## src/rtl/xadc_drp_responder.sv

```systemverilog
// xadc_drp_responder
//   Behavioural stand-in for the XADC hard block: a DRP slave plus a
//   free-running two-channel conversion sequencer (temperature, then VP/VN).
//   Raw 12-bit codes come from input ports and are stored MSB-justified.
//
// Parameters
//   CONV_CYCLES   busy cycles per conversion (4..255)
//   DRDY_LATENCY  cycles from accepted den_in to drdy_out (1..8)
//
// Ports
//   clk, rst            clock; synchronous active-high reset
//   den_in, dwe_in      DRP request strobe / write enable
//   daddr_in, di_in     DRP address / write data (sampled with den_in)
//   do_out, drdy_out    DRP read data (zero outside drdy) / completion pulse
//   temp_sample         raw temperature code, captured at temperature eoc
//   vpvn_sample         raw VP/VN code, captured at VP/VN eoc
//   busy_out            conversion in progress
//   channel_out         channel being converted (0x00 temp, 0x03 VP/VN)
//   eoc_out, eos_out    end-of-conversion / end-of-sequence pulses
//   err_out             sticky: request arrived while a transaction was open
//
// Build option
//   XADC_EMU_MINMAX_EN  adds temperature max (0x20) and min (0x24) registers

module xadc_drp_responder #(
  parameter int unsigned CONV_CYCLES  = 26,
  parameter int unsigned DRDY_LATENCY = 2
) (
  input  logic        clk,
  input  logic        rst,
  input  logic        den_in,
  input  logic        dwe_in,
  input  logic [6:0]  daddr_in,
  input  logic [15:0] di_in,
  output logic [15:0] do_out,
  output logic        drdy_out,
  input  logic [11:0] temp_sample,
  input  logic [11:0] vpvn_sample,
  output logic        busy_out,
  output logic [4:0]  channel_out,
  output logic        eoc_out,
  output logic        eos_out,
  output logic        err_out
);

  localparam logic [7:0] CONV_LOAD  = 8'(CONV_CYCLES - 1);
  localparam logic [3:0] DRDY_LOAD  = 4'(DRDY_LATENCY - 1);
  localparam logic [4:0] CH_TEMP    = 5'h00;
  localparam logic [4:0] CH_VPVN    = 5'h03;

  // ---------------------------------------------------------------------------
  // Conversion sequencer
  // ---------------------------------------------------------------------------
  typedef enum logic {S_CONV_T, S_CONV_V} seq_state_t;

  seq_state_t  seq_q;
  logic [7:0]  conv_cnt_q;
  logic        busy_q;
  logic        eoc_q;
  logic        eos_q;
  logic [4:0]  chan_q;
  logic [15:0] temp_res_q;
  logic [15:0] vpvn_res_q;
  logic [15:0] temp_new_d;
`ifdef XADC_EMU_MINMAX_EN
  logic [15:0] tmax_q;
  logic [15:0] tmin_q;
`endif

  assign temp_new_d = {temp_sample, 4'h0};

  // The counter is reloaded on the eoc edge and held through the eoc cycle,
  // so busy covers CONV_CYCLES cycles and the period is CONV_CYCLES+1.
  always_ff @(posedge clk) begin
    if (rst) begin
      seq_q      <= S_CONV_T;
      conv_cnt_q <= CONV_LOAD;
      busy_q     <= 1'b1;
      eoc_q      <= 1'b0;
      eos_q      <= 1'b0;
      chan_q     <= CH_TEMP;
      temp_res_q <= '0;
      vpvn_res_q <= '0;
`ifdef XADC_EMU_MINMAX_EN
      tmax_q     <= '0;
      tmin_q     <= '1;
`endif
    end else if (eoc_q) begin
      eoc_q  <= 1'b0;
      eos_q  <= 1'b0;
      busy_q <= 1'b1;
    end else if (conv_cnt_q == 8'd0) begin
      eoc_q      <= 1'b1;
      busy_q     <= 1'b0;
      conv_cnt_q <= CONV_LOAD;
      case (seq_q)
        S_CONV_T: begin
          temp_res_q <= temp_new_d;
`ifdef XADC_EMU_MINMAX_EN
          if (temp_new_d > tmax_q) tmax_q <= temp_new_d;
          if (temp_new_d < tmin_q) tmin_q <= temp_new_d;
`endif
          eos_q  <= 1'b0;
          seq_q  <= S_CONV_V;
          chan_q <= CH_VPVN;
        end
        default: begin
          vpvn_res_q <= {vpvn_sample, 4'h0};
          eos_q      <= 1'b1;
          seq_q      <= S_CONV_T;
          chan_q     <= CH_TEMP;
        end
      endcase
    end else begin
      conv_cnt_q <= conv_cnt_q - 8'd1;
    end
  end

  assign busy_out    = busy_q;
  assign channel_out = chan_q;
  assign eoc_out     = eoc_q;
  assign eos_out     = eos_q;

  // ---------------------------------------------------------------------------
  // DRP slave
  // ---------------------------------------------------------------------------
  typedef enum logic {D_IDLE, D_WAIT} drp_state_t;

  drp_state_t  drp_q;
  logic [3:0]  dcnt_q;
  logic [6:0]  addr_q;
  logic        we_q;
  logic [15:0] wdata_q;
  logic        drdy_q;
  logic [15:0] do_q;
  logic        err_q;
  logic [15:0] cfg0_q;
  logic [15:0] cfg1_q;
  logic [15:0] cfg2_q;

  logic [6:0]  sel_addr_d;
  logic        sel_we_d;
  logic [15:0] sel_data_d;
  logic        fire_d;
  logic [15:0] rdata_d;

  // With DRDY_LATENCY=1 the transaction completes on the accepting edge, so
  // the request fields are taken straight from the ports while idle.
  always_comb begin
    sel_addr_d = addr_q;
    sel_we_d   = we_q;
    sel_data_d = wdata_q;
    if (drp_q == D_IDLE) begin
      sel_addr_d = daddr_in;
      sel_we_d   = dwe_in;
      sel_data_d = di_in;
    end
  end

  always_comb begin
    fire_d = 1'b0;
    if (drp_q == D_IDLE)
      fire_d = den_in && (DRDY_LATENCY == 1);
    else
      fire_d = !drdy_q && (dcnt_q == 4'd1);
  end

  // Reads see register contents from before the completing edge, so a result
  // updated on that same edge returns its previous value.
  always_comb begin
    rdata_d = '0;
    case (sel_addr_d)
      7'h00:   rdata_d = temp_res_q;
      7'h03:   rdata_d = vpvn_res_q;
      7'h40:   rdata_d = cfg0_q;
      7'h41:   rdata_d = cfg1_q;
      7'h42:   rdata_d = cfg2_q;
`ifdef XADC_EMU_MINMAX_EN
      7'h20:   rdata_d = tmax_q;
      7'h24:   rdata_d = tmin_q;
`endif
      default: rdata_d = '0;
    endcase
  end

  // drdy_q marks the last D_WAIT cycle; a request seen then is still an error.
  always_ff @(posedge clk) begin
    if (rst) begin
      drp_q   <= D_IDLE;
      dcnt_q  <= '0;
      addr_q  <= '0;
      we_q    <= 1'b0;
      wdata_q <= '0;
      drdy_q  <= 1'b0;
      do_q    <= '0;
      err_q   <= 1'b0;
      cfg0_q  <= '0;
      cfg1_q  <= '0;
      cfg2_q  <= '0;
    end else begin
      drdy_q <= fire_d;
      do_q   <= (fire_d && !sel_we_d) ? rdata_d : '0;

      if (fire_d && sel_we_d) begin
        case (sel_addr_d)
          7'h40:   cfg0_q <= sel_data_d;
          7'h41:   cfg1_q <= sel_data_d;
          7'h42:   cfg2_q <= sel_data_d;
          default: ;
        endcase
      end

      case (drp_q)
        D_IDLE: begin
          if (den_in) begin
            drp_q   <= D_WAIT;
            addr_q  <= daddr_in;
            we_q    <= dwe_in;
            wdata_q <= di_in;
            dcnt_q  <= DRDY_LOAD;
          end
        end
        default: begin
          if (den_in) err_q <= 1'b1;
          if (drdy_q)
            drp_q <= D_IDLE;
          else if (dcnt_q != 4'd1)
            dcnt_q <= dcnt_q - 4'd1;
        end
      endcase
    end
  end

  assign do_out   = do_q;
  assign drdy_out = drdy_q;
  assign err_out  = err_q;

endmodule
```

## config.mk

```make
export PLATFORM = sky130hd
export DESIGN_NAME = xadc_drp_responder
export DESIGN_NICKNAME = d
export VERILOG_FILES = /design/src/rtl/xadc_drp_responder.sv
export SDC_FILE = /design/constraint.sdc
export NUM_CORES = 1
export LEC_CHECK = 0
export ABC_AREA = 0
export BUFFER_PORTS_ARGS = -buffer_cell sky130_fd_sc_hd__buf_2
export CELL_PAD_IN_SITES_DETAIL_PLACEMENT = 0
export CELL_PAD_IN_SITES_GLOBAL_PLACEMENT = 1
export CORE_AREA = 2 2 121 123
export DETAILED_ROUTE_END_ITERATION = 8
export DIE_AREA = 0 0 123 125
export HOLD_SLACK_MARGIN = 0.15
export PLACE_DENSITY = 0.87
export REMOVE_ABC_BUFFERS = 1
export SLEW_MARGIN = 20
export SYNTH_ARGS = -nofsm -noshare
export SYNTH_HDL_FRONTEND = slang
export SYNTH_SLANG_ARGS = --single-unit
```

## constraint.sdc

```tcl
create_clock -name clk -period 2.5 [get_ports clk]
set_input_delay 0.25 -clock clk [delete_from_list [all_inputs] [get_ports clk]]
set_output_delay 0.25 -clock clk [all_outputs]
set_load 0.05 [all_outputs]
```

; Yosys cells after proc, flatten, opt, wreduce, memory -nomap -nowiden
; Index checks and enable logic that the tools add are counted.
[word_totals]
reg_bits = 136
in_bits = 51
word_cells = 69
[op_classes]
n_addsub = 2
eq_ne = 8
muxes = 17
bitwise_logic = 4
reduce_logical = 19
[ops]
columns = operator, n
row1 = 16-bit case mux with 5 select lines, 1
row2 = 7-bit == test (second input constant), 3
row3 = 16-bit two-way mux, 1
row4 = 4-bit two-way mux, 4
row5 = 2-bit AND reduction, 6
row6 = 3-bit AND reduction, 3
row7 = 8-bit logical NOT, 1
row8 = 1-bit two-way mux, 8
row9 = 8-bit two-way mux, 1
row10 = 8-bit by 1-bit subtractor with 8-bit output (second input constant), 1
row11 = 7-bit by 2-bit == test with 1-bit output (second input constant), 1
row12 = 7-bit logical NOT, 1
row13 = 7-bit two-way mux, 1
row14 = 4-bit by 1-bit == test with 1-bit output (second input constant), 1
row15 = 4-bit by 1-bit != test with 1-bit output (second input constant), 1
row16 = 1-bit NOT, 4
row17 = 2-bit OR reduction, 2
row18 = 4-bit by 1-bit subtractor with 4-bit output (second input constant), 1
row19 = 1-bit logical AND, 3
row20 = 1-bit logical NOT, 2
row21 = 2-bit two-way mux, 1
row22 = 2-bit by 1-bit != test with 1-bit output (second input constant), 1
row23 = 2-bit != test (second input constant), 1
row24 = 2-bit nonzero test, 1

; Depth between registers and ports, before layout
[logic_depth]
ltp_word = 6
depth_mapped = 8

; Least setup slack after synthesis
; OpenSTA, ideal clock, no wires.
[synth_timing]
kind = register to register
start = register eoc_q, in the netlist eoc_out
end = register vpvn_res_q[5]
setup_ns = 0.132
arrival_time_ns = 1.973
required_time_ns = 2.368
setup_slack_ns = 0.395
path_stages_with_launch = 8
period_less_slack_ns = 2.105
path_cell_list = dfxtp_1 > buf_6 > or3b_4 > buf_6 > or4b_4 > buf_6 > nand2_1 > a21oi_1
[synth_between]
elab_chain_cells = 2
[synth_lines]
columns = item, line
row1 = start: declaration, 59  ; logic eoc_q;
row2 = start signal: assignment, 79  ; eoc_q <= 1'b0;
row3 = start signal: assignment, 89  ; eoc_q <= 1'b0;
row4 = start signal: assignment, 93  ; eoc_q <= 1'b1;
row5 = 1-bit NOT (no source line), -
row6 = 3-bit AND reduction (no source line), -
row7 = end signal: assignment, 108  ; vpvn_res_q <= {vpvn_sample, 4'h0};
row8 = end: declaration, 63  ; logic [15:0] vpvn_res_q;
; No other way between the ends.
; A chain may end at the register's enable or synchronous reset.

; Worst setup path after layout
[layout_timing]
start = register drp_q
end = register cfg1_q[1]
[layout_between]
elab_chain_cells = 3
elab_cells_between_ends = 7
classes_between = 1 x eq/ne / 4 x mux / 2 x reduce/logical
[layout_lines]
columns = item, line
row1 = start: declaration, 129  ; drp_state_t drp_q;
row2 = start signal: assignment, 189  ; drp_q <= D_IDLE;
row3 = start signal: assignment, 216  ; drp_q <= D_WAIT;
row4 = start signal: assignment, 226  ; drp_q <= D_IDLE;
row5 = 7-bit two-way mux (tied with other cells), 153  ; if (drp_q == D_IDLE) begin
row6 = 7-bit == test or 1-bit logical AND (tied branches), "205, 204"
row7 = 2-bit AND reduction (no source line), -
row8 = end signal: assignment, 207  ; 7'h41: cfg1_q <= sel_data_d;
row9 = end: declaration, 138  ; logic [15:0] cfg1_q;
; Several ways; a longest one is shown, not always the timed one.

==> flow_summary.yaml <==
status:
  outcome: "completed"
die:
  ioPinCount: 77
  die_h_um: 125
  die_area_mm2: 0.01538
  floorplan.core_area_mm2: 0.01420
  die-width_um: 123
  floorplan.initialDensity_pct: 41.91
  fp-row-count: 44
yosys:
  synthTopCellsByArea: "sky130_fd_sc_hd__dfxtp_1, sky130_fd_sc_hd__nor4_1, sky130_fd_sc_hd__a31oi_1"
  proportion_of_synthesized_chip_area_in_sequential_cells_pct: 44.05
  cell_taking_the_most_area_after_synthesis: "sky130_fd_sc_hd__dfxtp_1"
  synth_most_common_cell: "sky130_fd_sc_hd__dfxtp_1"
  synth_top_cell_area_share_pct: 44.05
  syn_area_mm2: 0.005953
  synth-main-ff-cell: "sky130_fd_sc_hd__dfxtp_1"
  synth-seq-cells: 131
  synth_cell_types: 47
  netlist_top_cells_count: "sky130_fd_sc_hd__dfxtp_1, sky130_fd_sc_hd__nand2_1, sky130_fd_sc_hd__nand3_1, sky130_fd_sc_hd__nor3_1, sky130_fd_sc_hd__nor4_1"
  post_synth.cell_area_avg_um2: 8.505
  syn_inst_count: 700
  synthesis.yosys.warnings: 0
  ys_async_sr_fraction_pct: 0
  post_synth_edffs: 0
clock_network:
  clkTransAtPathRegs_ps: 60
  post-cts-setup-buffer-count: 0
  max-clock-path-buffers: 2
  clk_latency_ps: 420
  cts_hold_buffers: 49
  cts.sink_count: 131
  cts-buffers-inserted: 17
  clock_tree_from_tritoncts: "done"
  cts_htree_levels: 4
  cts_resized: 0
  cts.root.buffer_cell: "sky130_fd_sc_hd__clkbuf_16"
timing:
  final_skew_ps: 6.307
  worst_slew_pin_slew_ps: 777.7
  grt_setup_unrepaired: "false"
  setup_total_negative_slack_ps: 0
  final_min_period_over_clock_period_pct: 86.26
  slew_headroom_pct: 48.09
  finalMaxSlewViolations: 0
  setup_viol: 0
  max_freq_mhz: 463.7
  finalWorstPathRequiredPeriod_ps: 2156
  final_hold_viol_count: 0
final_layout:
  fin_util_pct: 52.48
  area_growth_syn_to_layout_pct: 25.22
  finalNetCount: 842
  insertedDiodeCount: 0
  layout_cell_share_with_drive_strength_beyond_1_pct: 19.15
  fillerInstances: 1317
drt:
  initial_drc_count: 623
  drtAntennaViolNets: 0
  drt_pass1_iterations: 6
  drc_errors: 0
  post_drt_via_cell_ratio: 5.815
  wire_per_inst_um: 17.52
  route.final.wire_length_um: 17230
  route.vias.total: 5716
flow_run:
  max_cap_viol_count: 0
grt:
  first_global_vias: 5450
  grt_first_pass_wirelength_um: 27770
  grt_max_degree: 67
  antenna_found_initial: 0
  global_route.usage.total_pct: 22.92
  grt_remaining_overflow: 0
worst_setup_path:
  setup.worst_path.start_class: "flip-flop"
  cp_data_required_time_ps: 2790
  end_kind: "flip-flop"
  path_cells: "buf_4, nor4_2, a22oi_2, buf_4, nor4_1, nor3_1"
  crit_path_max_fanout: 32
  critPathTopFamily: "simple AND/OR/NAND/NOR gates"
  worstSetupStartpoint: "drp_q$_SDFF_PP0_"
  critPathArrivalTime_ps: 2450
  critPathKind: "reg -> reg"
  cpMaxStageDelayCell: "sky130_fd_sc_hd__dfxtp_1"
  timing.critical_path.mode_cell: "sky130_fd_sc_hd__buf_4"
  rr_startpoint: "drp_q$_SDFF_PP0_"
  cp_slowest_stage_delay_ps: 470
  critical_path_buf_inv_count: 2
min_path:
  hold_start: "rst"
  hold_path.class: "in -> reg"
power:
  pwr_density_cell_mw_per_mm2: 683.9
  max-vdd-ir-drop_v: 0.0004883
  leakage_power_of_the_design_nw: 2.532
place:
  port_buffer_count: 73
  routabilityCongestion: 0.8326
  detailed_place_hpwl_um: 10560
[routing by layer]
layer  global-route usage, %  routed length, um  up-vias
li1                        -                  -     2750
met1                   29.14               7469     2713
met2                   37.41               8369      224
met3                   5.474               1061       29
met4                   8.824                324        0
met5                       0                  0        -
[state kept, by name, indices dropped and copies added, names as in the netlist, 7 cells and up]
signal / cells
wdata_q: 16
cfg2_q: 16
temp_res_q: 12
do_out: 16
cfg1_q: 16
vpvn_res_q: 12
addr_q: 7
conv_cnt_q: 8
cfg0_q: 16
[layout make-up]
class	instances	area (um^2)	area share [%]
Clock buffer	25	505.5	6.781
Clock inverter	5	50.05	0.6714
Inverter	5	18.77	0.2518
Tap cell	184	230.2	3.088
Sequential cell	131	2623	35.18
Timing Repair Buffer	146	1076	14.43
Multi-Input combinational cell	487	2952	39.59
[report_power, final]
group / internal, W / total (W) / switching (W)
registers: 0.00213 / 0.00217 / 0.0000382
logic: 0.000212 / 0.000569 / 0.000357
clock network: 0.00148 / 0.00236 / 0.000880
total: 0.00382 / 0.00510 / 0.00128
[path summary, 6_finish.rpt]
kind | end | slack [ps] | cells after the start
min reg2reg | wdata_q[11]$_SDFFE_PP0P_ | 450 | 2
max | cfg1_q[1]$_SDFFE_PP0P_ | 340 | 6
max reg2reg | cfg1_q[1]$_SDFFE_PP0P_ | 340 | 6
min | temp_res_q[9]$_SDFFE_PP0P_ | 350 | 2
[stage by stage]
step | area [um^2] | cells | hold WS, ps | power, W | setup WS (ps)
2_1_floorplan | 5584 | 623 | 319.1 | 0.002479 | -240.6
3_3_place_gp | 6409 | 904 | 438.5 | 0.002695 | 427.2
3_5_place_dp | 6409 | 904 | 446.3 | 0.002713 | 375.9
4_1_cts | 7455 | 983 | 351.9 | 0.005110 | 361.1
5_1_grt | 7455 | 983 | 367.6 | 0.005274 | 130.4
6_report | 7455 | 983 | 348.2 | 0.005098 | 343.6
[placed cells by master (no fill, tap or decap), drive strengths merged, types with 4 or more instances in the layout]
cell and instances:
dfxtp 131, buf 97, nand2 67, nor3 57, nand3 55, nor4 54
a31oi 49, dlygate4sd3 49, a21oi 45, nor2 29, clkbuf 25, a21boi 23
mux2 17, mux2i 13, a32oi 11, a41oi 11, o21ai 7, xnor2 6
inv 5, nor3b 4, xor2 4, clkinv 4, or3b 4
[cells by family after synthesis]
group	synth area share [%]
AND/OR/NAND/NOR	25.01
buffers and inverters	6.641
flip-flops	44.05
other	0.06299
AO/OA/AOI/OAI	16.73
multiplexers	5.401
XOR/XNOR	1.471
adder cells (fa/ha/maj)	0.6306
(Power assumes the default switching activity.)
